--- src/rtl/alu_serial_rx.sv ---
// rtl/alu_serial_rx.sv - deserialises sin frames into one checked ALU command per packet
// Defining ALU_RX_TIMEOUT_EN adds an inter-frame gap timeout inside a packet.
module alu_serial_rx #(
  parameter int DATA_FRAMES    = 8,
  parameter int TIMEOUT_CYCLES = 64
) (
  input  logic        clk,
  input  logic        rst_n,
  input  logic        sin,
  input  logic        out_ready,
  output logic        out_valid,
  output logic [31:0] out_A,
  output logic [31:0] out_B,
  output logic [2:0]  out_op,
  output logic        out_err,
  output logic [5:0]  out_err_code,
  output logic        overrun,
  output logic        busy
);
  localparam int FCW = $clog2(DATA_FRAMES + 1);

  if (DATA_FRAMES != 8 || TIMEOUT_CYCLES < 2) begin : g_param_check
    $error("alu_serial_rx: unsupported parameter values");
  end

  typedef enum logic [1:0] {S_IDLE, S_SHIFT, S_CHECK, S_EVAL} state_t;
  state_t state_q, state_d;

  logic           armed_q, armed_d;
  logic [3:0]     bit_cnt_q, bit_cnt_d;
  logic [9:0]     sh_q, sh_d;
  logic [10:0]    frame_q, frame_d;
  logic [63:0]    ab_q, ab_d;
  logic [FCW-1:0] fcnt_q, fcnt_d;
  logic           extra_q, extra_d;
  logic           mal_q, mal_d;
  logic [2:0]     op_q, op_d;
  logic [3:0]     crc_q, crc_d;
  logic           busy_q, busy_d;
  logic           valid_q, valid_d;
  logic [31:0]    a_q, a_d, b_q, b_d;
  logic [2:0]     oop_q, oop_d;
  logic [5:0]     code_q, code_d;
  logic           ovr_q, ovr_d;
  logic           tmo_hit;

  function automatic logic [3:0] crc4(input logic [67:0] msg);
    logic [3:0] c;
    c = 4'd0;
    for (int i = 67; i >= 0; i--) begin
      c = {c[2:0], 1'b0} ^ ((c[3] ^ msg[i]) ? 4'b0011 : 4'b0000);
    end
    return c;
  endfunction

  logic start, frame_end, f_mal, f_cmd, rx_going;
  logic e_data, e_op, e_crc;

  // The deserialiser hunts only once armed, so a line held low through reset is ignored.
  assign start     = armed_q && (bit_cnt_q == 4'd0) && !sin;
  assign frame_end = (bit_cnt_q == 4'd10);
  assign rx_going  = start || (bit_cnt_q != 4'd0);
  assign f_mal     = !frame_q[0] || (frame_q[10] && frame_q[9]) ||
                     (!frame_q[10] && frame_q[9] && frame_q[8]);
  assign f_cmd     = !f_mal && frame_q[9];

  assign e_data = mal_q || extra_q || (fcnt_q != FCW'(DATA_FRAMES));
  assign e_op   = !(op_q == 3'b000 || op_q == 3'b001 || op_q == 3'b100 || op_q == 3'b101);
  assign e_crc  = !e_data && (crc4({ab_q, 1'b1, op_q}) != crc_q);

`ifdef ALU_RX_TIMEOUT_EN
  localparam int TW = $clog2(TIMEOUT_CYCLES + 1);
  logic [TW-1:0] gap_q, gap_d;

  always_comb begin
    gap_d   = gap_q;
    tmo_hit = 1'b0;
    if (start || !busy_q || state_q == S_EVAL) begin
      gap_d = '0;
    end else if (state_q == S_IDLE) begin
      tmo_hit = (gap_q == TW'(TIMEOUT_CYCLES - 1));
      gap_d   = gap_q + 1'b1;
    end
  end

  always_ff @(posedge clk) begin
    if (rst_n) gap_q <= '0;
    else       gap_q <= gap_d;
  end
`else
  assign tmo_hit = 1'b0;
`endif

  always_comb begin
    state_d   = state_q;
    armed_d   = armed_q | sin;
    bit_cnt_d = bit_cnt_q;
    sh_d      = sh_q;
    frame_d   = frame_q;
    ab_d      = ab_q;
    fcnt_d    = fcnt_q;
    extra_d   = extra_q;
    mal_d     = mal_q;
    op_d      = op_q;
    crc_d     = crc_q;
    busy_d    = busy_q;
    valid_d   = valid_q;
    a_d       = a_q;
    b_d       = b_q;
    oop_d     = oop_q;
    code_d    = code_q;
    ovr_d     = 1'b0;

    // Sampling runs independently of the packet FSM so back-to-back frames are not lost.
    if (start) begin
      sh_d      = {sh_q[8:0], sin};
      bit_cnt_d = 4'd1;
      busy_d    = 1'b1;
    end else if (bit_cnt_q != 4'd0) begin
      if (frame_end) begin
        frame_d   = {sh_q, sin};
        bit_cnt_d = 4'd0;
      end else begin
        sh_d      = {sh_q[8:0], sin};
        bit_cnt_d = bit_cnt_q + 4'd1;
      end
    end

    if (valid_q && out_ready) valid_d = 1'b0;

    case (state_q)
      S_IDLE: begin
        if (start) begin
          state_d = S_SHIFT;
        end else if (tmo_hit) begin
          mal_d   = 1'b1;
          state_d = S_EVAL;
        end
      end
      S_SHIFT: if (frame_end) state_d = S_CHECK;
      S_CHECK: begin
        if (f_mal) begin
          mal_d   = 1'b1;
          state_d = S_EVAL;
        end else if (f_cmd) begin
          op_d    = frame_q[7:5];
          crc_d   = frame_q[4:1];
          state_d = S_EVAL;
        end else begin
          if (fcnt_q < FCW'(DATA_FRAMES)) begin
            ab_d   = {ab_q[55:0], frame_q[8:1]};
            fcnt_d = fcnt_q + 1'b1;
          end else begin
            extra_d = 1'b1;
          end
          state_d = rx_going ? S_SHIFT : S_IDLE;
        end
      end
      S_EVAL: begin
        if (!valid_q || out_ready) begin
          valid_d = 1'b1;
          a_d     = ab_q[31:0];
          b_d     = ab_q[63:32];
          oop_d   = op_q;
          code_d  = {e_data, e_crc, e_op, e_data, e_crc, e_op};
        end else begin
          ovr_d = 1'b1;
        end
        ab_d    = '0;
        fcnt_d  = '0;
        extra_d = 1'b0;
        mal_d   = 1'b0;
        op_d    = '0;
        crc_d   = '0;
        busy_d  = rx_going;
        state_d = rx_going ? S_SHIFT : S_IDLE;
      end
      default: state_d = S_IDLE;
    endcase
  end

  always_ff @(posedge clk) begin
    if (rst_n) begin
      state_q   <= S_IDLE;
      armed_q   <= 1'b0;
      bit_cnt_q <= '0;
      sh_q      <= '0;
      frame_q   <= '0;
      ab_q      <= '0;
      fcnt_q    <= '0;
      extra_q   <= 1'b0;
      mal_q     <= 1'b0;
      op_q      <= '0;
      crc_q     <= '0;
      busy_q    <= 1'b0;
      valid_q   <= 1'b0;
      a_q       <= '0;
      b_q       <= '0;
      oop_q     <= '0;
      code_q    <= '0;
      ovr_q     <= 1'b0;
    end else begin
      state_q   <= state_d;
      armed_q   <= armed_d;
      bit_cnt_q <= bit_cnt_d;
      sh_q      <= sh_d;
      frame_q   <= frame_d;
      ab_q      <= ab_d;
      fcnt_q    <= fcnt_d;
      extra_q   <= extra_d;
      mal_q     <= mal_d;
      op_q      <= op_d;
      crc_q     <= crc_d;
      busy_q    <= busy_d;
      valid_q   <= valid_d;
      a_q       <= a_d;
      b_q       <= b_d;
      oop_q     <= oop_d;
      code_q    <= code_d;
      ovr_q     <= ovr_d;
    end
  end

  assign out_valid    = valid_q;
  assign out_A        = a_q;
  assign out_B        = b_q;
  assign out_op       = oop_q;
  assign out_err_code = code_q;
  assign out_err      = |code_q;
  assign overrun      = ovr_q;
  assign busy         = busy_q;
endmodule

--- config.mk ---
export PLATFORM = sky130hd
export DESIGN_NAME = alu_serial_rx
export DESIGN_NICKNAME = d
export VERILOG_FILES = /design/src/rtl/alu_serial_rx.sv
export SDC_FILE = /design/constraint.sdc
export NUM_CORES = 1
export LEC_CHECK = 0
export ABC_CLOCK_PERIOD_IN_PS = 3240
export BUFFER_PORTS_ARGS = -buffer_cell sky130_fd_sc_hd__clkbuf_2
export CAP_MARGIN = 30
export CORE_MARGIN = 3
export CORE_UTILIZATION = 50
export CTS_CLUSTER_DIAMETER = 30
export DETAILED_ROUTE_END_ITERATION = 16
export PLACE_DENSITY = 0.72
export SLEW_MARGIN = 25
export SYNTH_ARGS = -nofsm -noshare
export SYNTH_HDL_FRONTEND = slang
export SYNTH_SLANG_ARGS = --single-unit
--- constraint.sdc ---
create_clock -name clk -period 3.24 [get_ports clk]
set_clock_uncertainty 0.05 [all_clocks]
set_input_delay 0.486 -clock clk [delete_from_list [all_inputs] [get_ports clk]]
set_output_delay 0.486 -clock clk [all_outputs]
set_load 0.02 [all_outputs]
======== Word level (Yosys, flattened, before mapping) ========
Cells that the tools add are included.
Widths: inputs -> output; s select.
storage, ports and cells
  register bits after elaboration ......... 181
  latch bits .............................. 0
  memory bits (writable) .................. 0
  bits in read-only memories .............. 0
  output and inout port bits .............. 77
  word-level logic and storage cells ...... 324
  memories kept ........................... 0
operators by class
  add/sub/neg operators ................... 2
  multipliers ............................. 0
  divide/modulo/power cells ............... 0
  order comparisons ....................... 1
  equality and inequality tests ........... 18
  shift operators ......................... 0
  mux-type cells .......................... 106
  bitwise logic cells ..................... 136
  reductions and logical operators ........ 42
operator list
  cell                 number
  $xor 4x2->4          66
  $mux 64              3
  $mux 2               72
  $pmux 64 s2          1
  $xor 1x1->1          64
  $mux 10              3
  $mux 4               6
  $ne 2x2->1 const B   9
  $pmux 4 s2           2
  $mux 1               13
  $logic_or 1x1->1     9
  $add 4x1->4 const B  2
  $logic_and 1x1->1    8
  $pmux 2 s4           1
  $reduce_and 2->1     4
  $reduce_and 4->1     2
  $logic_not 1->1      7
  $eq 3x3->1 const B   2
  $mux 3               2
  $pmux 3 s2           1
  $reduce_and 3->1     2
  $reduce_bool 2->1    3
  $reduce_or 6->1      1
  $eq 2x2->1 const B   2
  other kinds (16)     20

======== Longest topological paths before layout ========
Gate-level depths: netlist of the first run.
  depth in word-level cells ............... 200
  mapped depth ............................ 11
  depth with buffers taken out ............ 10

======== Worst setup path after synthesis of the first run ========
No wires, ideal clock.
  path type ............................... register -> register
  start point ............................. register ab_q[19]
  end point ............................... register code_q[4] (netlist: out_err_code[4])
  setup time .............................. 117 ps
  arrival time ............................ 3031 ps
  data required time ...................... 3073 ps
  path slack .............................. 42 ps
  cell stages (with the launch flop) ...... 11
  cells stage by stage .................... dfxtp_1 > xnor3_1 > xnor3_2 > xor2_2 > xor3_2 > xor3_1 > or3_1 > a211oi_2 > o21ai_1 > a22oi_1 > nor2_1
on the way
  longest elaborated chain between the ends .. 42
  elaborated cells on any way between the ends .. 67
RTL lines
  element                                     line  text
  start: declaration                          33    logic [63:0] ab_q, ab_d;
  start signal: assignment                    189   ab_q <= '0;
  start signal: assignment                    208   ab_q <= ab_d;
  $xor 1x1->1 (*)                             51    c = {c[2:0], 1'b0} ^ ((c[3] ^ msg[i]) ? 4'b0011 : 4'b0000);
  $mux 2 (*)                                  51
  $xor 4x2->4 (*) (3 in series)               51
  $xor 1x1->1 or $xor 4x2->4 (tied branches)  51
  $mux 2 or $xor 1x1->1 (tied branches)       51
  $xor 4x2->4 (*) (3 in series)               51
  $xor 1x1->1 or $xor 4x2->4 (tied branches)  51
  $mux 2 or $xor 1x1->1 (tied branches)       51
  [19 not listed]                             --
  $xor 1x1->1 or $mux 2 (tied branches)       51
  $mux 2 or $xor 4x2->4 (tied branches)       51
  $xor 4x2->4 (*) (4 in series)               51
  $xor 1x1->1, or another cell as far along   51
  $mux 2 or $xor 4x2->4 (tied branches)       51
  $xor 4x2->4 (*)                             51
  $ne 4x4->1 (*)                              69    assign e_crc = !e_data && (crc4({ab_q, 1'b1, op_q}) != crc_q);
  $logic_and 1x1->1 (*)                       69
  end signal: assignment                      219   code_q <= code_d;
  end: declaration                            43    logic [5:0] code_q, code_d;
Mark *: on every way between the ends. The rest lies on a longest branch, timed or not.
A chain may end at the register's enable or synchronous reset.

======== Worst setup path after layout of the first run ========
  start point ............................. register ab_q[63]
  end point ............................... register code_q[4] (netlist: out_err_code[4])
on the way
  longest elaborated chain between the ends .. 114
  elaborated cells on any way between the ends .. 197
RTL lines
  element                                line
  $mux 2 (*)                             51
  $xor 3x2->3 (*)                        51
  $xor 4x2->4 (*)                        51
  $xor 1x1->1                            51
  $mux 2                                 51
  $xor 4x2->4 (*) (3 in series)          51
  $xor 1x1->1                            51
  $mux 2                                 51
  [93 not listed]                        --
  $xor 1x1->1                            51
  $mux 2                                 51
  $xor 4x2->4 (*) (4 in series)          51
  $xor 1x1->1 or $mux 2 (tied branches)  51
  $mux 2 or $xor 4x2->4 (tied branches)  51
  $xor 4x2->4 (*)                        51
  $ne 4x4->1 (*)                         69
  $logic_and 1x1->1 (*)                  69
Marked as above.

==> results of run 1 <==
==> metal layers <==
layer  global-route usage, %  vias to the layer above
met5                       0                        -
met4                    8.21                        0
met3                    4.37                       27
met2                    33.1                      172
met1                    28.1                     2928
li1                        -                     3052
==> placed cells by master (no fill, tap or decap), types with 4 or more instances in the layout <==
cell type   Yosys  routed
xor2_2          1       5
clkbuf_2        0      79
clkbuf_16       0      17
dfxtp_2         0       7
xnor2_1        50      38
xnor2_2         0      11
inv_1           6       6
mux2i_1        17      17
clkinvlp_4      0       4
buf_4           5      30
nor3_1          5       5
xnor3_1        19      18
nand3_1        70      69
nand2_1       231     230
a21oi_1       153     153
clkinv_4        0       4
nor2b_1         6       5
clkinv_2        0       4
nor2_1         33      33
dfxtp_1       178     170
xor2_1         19      15
==> registers in the layout, summed over array words and instances (netlist names) <==
| register | cells |
|---|---|
| out_B | 32 |
| mal_q | 1 |
| bit_cnt_q | 4 |
| out_valid | 1 |
| ab_q | 64 |
| sh_q | 10 |
| crc_q | 4 |
| out_A | 32 |
| state_q | 2 |
| overrun | 1 |
| op_q | 3 |
| out_err_code | 3 |
| fcnt_q | 4 |
| busy | 1 |
| frame_q | 11 |
| armed_q | 1 |
| out_op | 3 |
| extra_q | 1 |
==> worst reg2reg max path: stages, from the launching register on <==
cell	delay (ps)
dfxtp_2	360
xnor2_2	230
xnor2_2	160
xnor3_1	470
xor3_2	450
xor3_1	380
or3_1	330
a211oi_2	220
o21ai_1	90
a22oi_1	150
nor2_1	50
==> power breakdown <==
group / internal, mW / leakage [nW] / switching [mW]
clock: 1.05 / 0.259 / 0.867
sequential: 2.20 / 1.44 / 0.0147
combinational: 0.0401 / 1.74 / 0.0747
total: 3.29 / 3.43 / 0.956
==> worst paths after layout <==
kind                             endpoint  depth (start not counted)
max          out_err_code[4]$_SDFFE_PP0P_                         10
min                    armed_q$_SDFF_PP0_                          3
max reg2reg  out_err_code[4]$_SDFFE_PP0P_                         10
min reg2reg         out_B[0]$_SDFFE_PP0P_                          2
==> area by class of cell <==
cell class,count,area [sq um],share of cell area (%)
timing repair buffer,112,688,7.67
clock buffer,19,433,4.82
multi-input combinational,635,3910,43.6
inverter,6,22.5,0.251
sequential,178,3580,39.9
tap,184,230,2.57
clock inverter,13,115,1.28
==> cells by family (layout without fill, tap and decap cells) <==
kind of cell | count (synthesis) | count (layout) | synth area share [%]
fa+ha+maj | 2 | 2 | 0.329
mux | 17 | 17 | 2.24
buf+inv | 73 | 150 | 3.87
compound gates | 165 | 165 | 11.2
flops | 178 | 178 | 46.9
xor+xnor | 96 | 96 | 16.1
simple gates | 355 | 355 | 19.3
==> metrics by stage <==
step	hold slack, ps	area (sq um)	utilization [%]	std cells	setup slack [ps]
final	268	8970	61.0	1147	169
after global routing	289	8970	61.0	1147	14.8
after CTS	263	8790	59.8	1145	11.3
after detailed placement	396	8240	56.1	1113	22.7
after global placement	390	8240	56.1	1113	52.8
after floorplan	377	7590	-	886	42.4
==> what timing repair did <==
action / 4_1_cts / 5_1_grt
setup buffers: 0 / 2
gates resized for setup: 0 / 27
setup endpoints to repair: 0 / 1
==> impl_metrics.json, run 1 <==
{
  "clock-sinks": 178,
  "p_leak_nw": 3.43,
  "power_mw": 4.25,
  "grt_pass1_vias": 5512,
  "synth.distinct_cells": 35,
  "vias": 6179,
  "coreArea_sq_um": 14700,
  "startpoint": "ab_q[63]$_SDFFE_PP0P_",
  "wl_met1_um": 7820,
  "cp_slowest_stage_delay_ps": 470,
  "min_from": "sin",
  "yosys.cell_count.top_type": "nand2_1",
  "finalMaxSlewViolations": 0,
  "drt-initial-drc-count": 626,
  "ir_worst_vdd_mv": 0.366,
  "cts_tree": "yes",
  "dp_hpwl_um": 11400,
  "dr_wl_met3_um": 856,
  "start_util_pct": 51.7,
  "port_buffers": 80,
  "worstMarginPinSlew_ps": 787,
  "setup_violations": 0,
  "netlist.area_leader.share_pct": 46.9,
  "yosys_warnings": 0,
  "required_ps": 3490,
  "netlist_instances": 886,
  "rows": 44,
  "ff2ff_setup_slack_ps": 170,
  "ys_seq_area_share_pct": 46.9,
  "critPathBufInv": 0,
  "finalHoldViolCount": 0,
  "rr_startpoint": "ab_q[63]$_SDFFE_PP0P_",
  "wl_um": 17600,
  "ys_seq_elements": 178,
  "yosys-top-cells-area": "dfxtp_1, nand2_1, a21oi_1",
  "clock_latency_ps": 430,
  "max_freq_mhz": 326,
  "root_buffer": "clkbuf_16",
  "die_w_um": 129,
  "rsz0062_at_grt": "no",
  "outcome": "complete, no violations",
  "drc": 0,
  "syn-num-nets": 892,
  "critPathKind": "register to register",
  "cp_max_fo": 4,
  "cts_hold_buf": 0,
  "fillerInstances": 1273,
  "first_pass_iters": 6,
  "grt.overflow.total": 0,
  "grt_usage_pct": 20.9,
  "min_period_ps": 3070,
  "antenna_cells": 0,
  "finalSetupTns_ps": 0,
  "grt_pass1_wl_um": 28000,
  "worst_setup_path_end_kind": "register",
  "wl_per_cell_um": 15.3,
  "crit_top_cell": "xnor2_2",
  "die_area_sq_um": 16700,
  "maxCapViolCount": 0,
  "grt_max_degree": 81,
  "clockBufferDepth": 2,
  "crit_chain": "xnor2_2 -> xnor2_2 -> xnor3_1 -> xor3_2 -> xor3_1 -> or3_1 -> a211oi_2 -> o21ai_1 -> a22oi_1 -> nor2_1",
  "antenna_left": 0,
  "cp_top_family": "XOR/XNOR gates",
  "area_growth_pct": 18.1,
  "gp_congestion": 0.839,
  "wl_met2_um": 8550,
  "fp.dieH_um": 129,
  "ys_top_cells_by_count": "nand2_1, dfxtp_1, a21oi_1",
  "fin_nets": 956,
  "syn_area_per_cell_sq_um": 8.57,
  "start_kind": "register",
  "synthFlopType": "dfxtp_1",
  "grt_antenna_before_repair": 0,
  "relSlewSlack_pct": 47.6,
  "slowest_stage": "xnor3_1",
  "clk_pin_slew_ps": 70,
  "cts_buffers": 17,
  "io_pins": 81,
  "synthArstFlopShare_pct": 0,
  "cts_htree_levels": 4,
  "syn_area_sq_um": 7590,
  "hold_path_class": "input pin to register",
  "post-route-period-util_pct": 94.8,
  "routed_via_density": 5.39,
  "power_density_nw_per_um2": 474,
  "synth-edff-count": 0,
  "layout-drive-gt1-share_pct": 18.6,
  "critPathArrivalTime_ps": 3330,
  "yosys.area.top_type": "dfxtp_1",
  "highest_layer": "met4"
}
No activity file was read; power rests on OpenSTA's default activity.
==> run 2, diff against run 1 <==
--- a/config.mk
+++ b/config.mk
@@ -6,13 +6,15 @@
 export NUM_CORES = 1
 export LEC_CHECK = 0
 export ABC_CLOCK_PERIOD_IN_PS = 3240
-export BUFFER_PORTS_ARGS = -buffer_cell sky130_fd_sc_hd__clkbuf_2
 export CAP_MARGIN = 30
+export CORE_ASPECT_RATIO = 1.1
 export CORE_MARGIN = 3
 export CORE_UTILIZATION = 50
 export CTS_CLUSTER_DIAMETER = 30
 export DETAILED_ROUTE_END_ITERATION = 16
-export PLACE_DENSITY = 0.72
+export DONT_BUFFER_PORTS = 1
+export PLACE_DENSITY = 0.68
+export RECOVER_POWER = 50
 export SLEW_MARGIN = 25
 export SYNTH_ARGS = -nofsm -noshare
 export SYNTH_HDL_FRONTEND = slang
==> impl_metrics.json, run 2 (synthesis results as in run 1) <==
{
  "outcome": "finished, violations left",
  "violations": "capacitance limit, slew limit",
  "grt.overflow.total": 0,
  "pre_cts_ws_ps": -4.79,
  "layout-drive-gt1-share_pct": 9.42,
  "startpoint": "ab_q[59]$_SDFFE_PP0P_",
  "hold_ws_ps": 71.4,
  "root_buffer": "clkbuf_16",
  "gr-usage-met2_pct": 36.2,
  "finalSetupTns_ps": 0,
  "use_met1_pct": 27.6,
  "relSlewSlack_pct": -17.4,
  "grt_pass1_wl_um": 28300,
  "wl_per_cell_um": 16.6,
  "worstMarginPinSlew_ps": 1760,
  "grt_antenna_before_repair": 0,
  "rr_startpoint": "ab_q[59]$_SDFFE_PP0P_",
  "grt-busiest-layer": "met2",
  "ff2ff_setup_slack_ps": 150,
  "setup_violations": 0,
  "gp_congestion": 0.789,
  "dp_hpwl_um": 11500,
  "finalMaxSlewViolations": 95,
  "holdPathStages": 1,
  "cts_tree": "yes",
  "power_density_nw_per_um2": 518,
  "p_leak_nw": 3.03,
  "rsz0062_at_grt": "no",
  "wl_um": 17800,
  "ir_worst_vdd_mv": 0.351,
  "post-route-period-util_pct": 95.3,
  "worst_setup_path_end_kind": "register",
  "min_period_ps": 3090,
  "start_kind": "register",
  "rows": 46,
  "final_common_cell": "nand2_1",
  "fin_area_sq_um": 8510,
  "io_pins": 81,
  "maxCapViolCount": 2,
  "drt-initial-drc-count": 488,
  "fin_nets": 874,
  "routed_via_density": 5.38,
  "vias": 5769,
  "met3_usage_pct": 4.80,
  "setup_ws_ps": 153,
  "antenna_cells": 0,
  "cts_buffers": 17,
  "critPathArrivalTime_ps": 3360,
  "critPathKind": "register to register",
  "die_w_um": 124,
  "first_pass_iters": 4,
  "cp_max_fo": 4,
  "drc": 0,
  "largest_register_ffs": 64,
  "r2r_cells": 11,
  "port_buffers": 0,
  "clock-sinks": 178,
  "start_util_pct": 52.0,
  "final_cell_mix": "nand2_1, dfxtp_1, a21oi_1, nand3_1, xnor2_1",
  "antenna_left": 0,
  "coreArea_sq_um": 14600,
  "die_area_sq_um": 16700,
  "hold_path_class": "input pin to register",
  "required_ps": 3510,
  "cts_htree_levels": 4,
  "finalHoldViolCount": 0,
  "power_mw": 4.41,
  "clk_pin_slew_ps": 70,
  "r2r-end": "out_err_code[4]$_SDFFE_PP0P_",
  "grt_usage_pct": 21.7,
  "grt_pass1_vias": 5380,
  "max_freq_mhz": 324,
  "hold-path-endpoint": "frame_q[7]$_SDFFE_PP0P_",
  "grt_max_degree": 169,
  "clock_latency_ps": 430,
  "min_from": "rst_n",
  "clockBufferDepth": 2,
  "regMostFlops": "ab_q",
  "cts_hold_buf": 0,
  "dpl_cell_area_sq_um": 7830,
  "area_growth_pct": 12.1,
  "fp.dieH_um": 135
}
run 2: cell count changes in the layout (fill, tap and decap cells not counted), sizes merged:
cell	previous run	this run
clkinv	8	4
bufinv	1	3
clkinvlp	4	2
clkbuf	98	25
buf	33	28
run 2: layer usage:
metal	vias up	wire length, um
met3	27	862
met5	-	0
met4	0	364
met1	2697	7600
met2	162	9000
li1	2883	-
run 2: repair_timing:
item	CTS	global route
endpoints found under the hold margin	0	0
pin swaps	2	16
resized for setup	5	10
setup endpoints to repair	1	1
buffers inserted	1	5
run 2: worst max-delay path by stage:
stage          slack (ps)  cells after the start                           end
2_1_floorplan          40                     10  out_err_code[4]$_SDFFE_PP0P_
3_3_place_gp           50                     10  out_err_code[4]$_SDFFE_PP0P_
3_5_place_dp           -5                     10  out_err_code[4]$_SDFFE_PP0P_
4_1_cts                20                     10  out_err_code[4]$_SDFFE_PP0P_
5_1_grt                 9                     11  out_err_code[4]$_SDFFE_PP0P_
6_report              150                     11  out_err_code[4]$_SDFFE_PP0P_
run 2: metrics by stage:
step,std cells,utilization (%)
6_report,1073,58.2
5_1_grt,1073,58.2
4_1_cts,1069,57.9
3_5_place_dp,1036,53.5
3_3_place_gp,1036,53.5
2_1_floorplan,886,-
run 2: cell type report:
cell class              instances  area (sq um)
clock buffers                  23           478
flip-flops and latches        178          3570
fillers                      1317          6110
clock inverters                 9           129
inverters                       6          22.5
multi-input cells             635          3810
repair buffers                 30           256
well taps                     192           240
run 2: critical path, stage by stage, from the launching register on:
cell	delay (ps)
dfxtp_2	350
xnor2_2	200
xnor3_2	480
buf_4	150
xor2_1	210
xnor3_1	460
xnor2_1	200
or3_1	380
a211oi_2	210
o21ai_1	80
a22oi_1	140
nor2_1	60
run 2: report_power, final:
part,internal [mW],switching (mW)
Combinational,0.0327,0.0388
Clock,1.27,0.847
Sequential,2.20,0.0166
Total,3.50,0.903
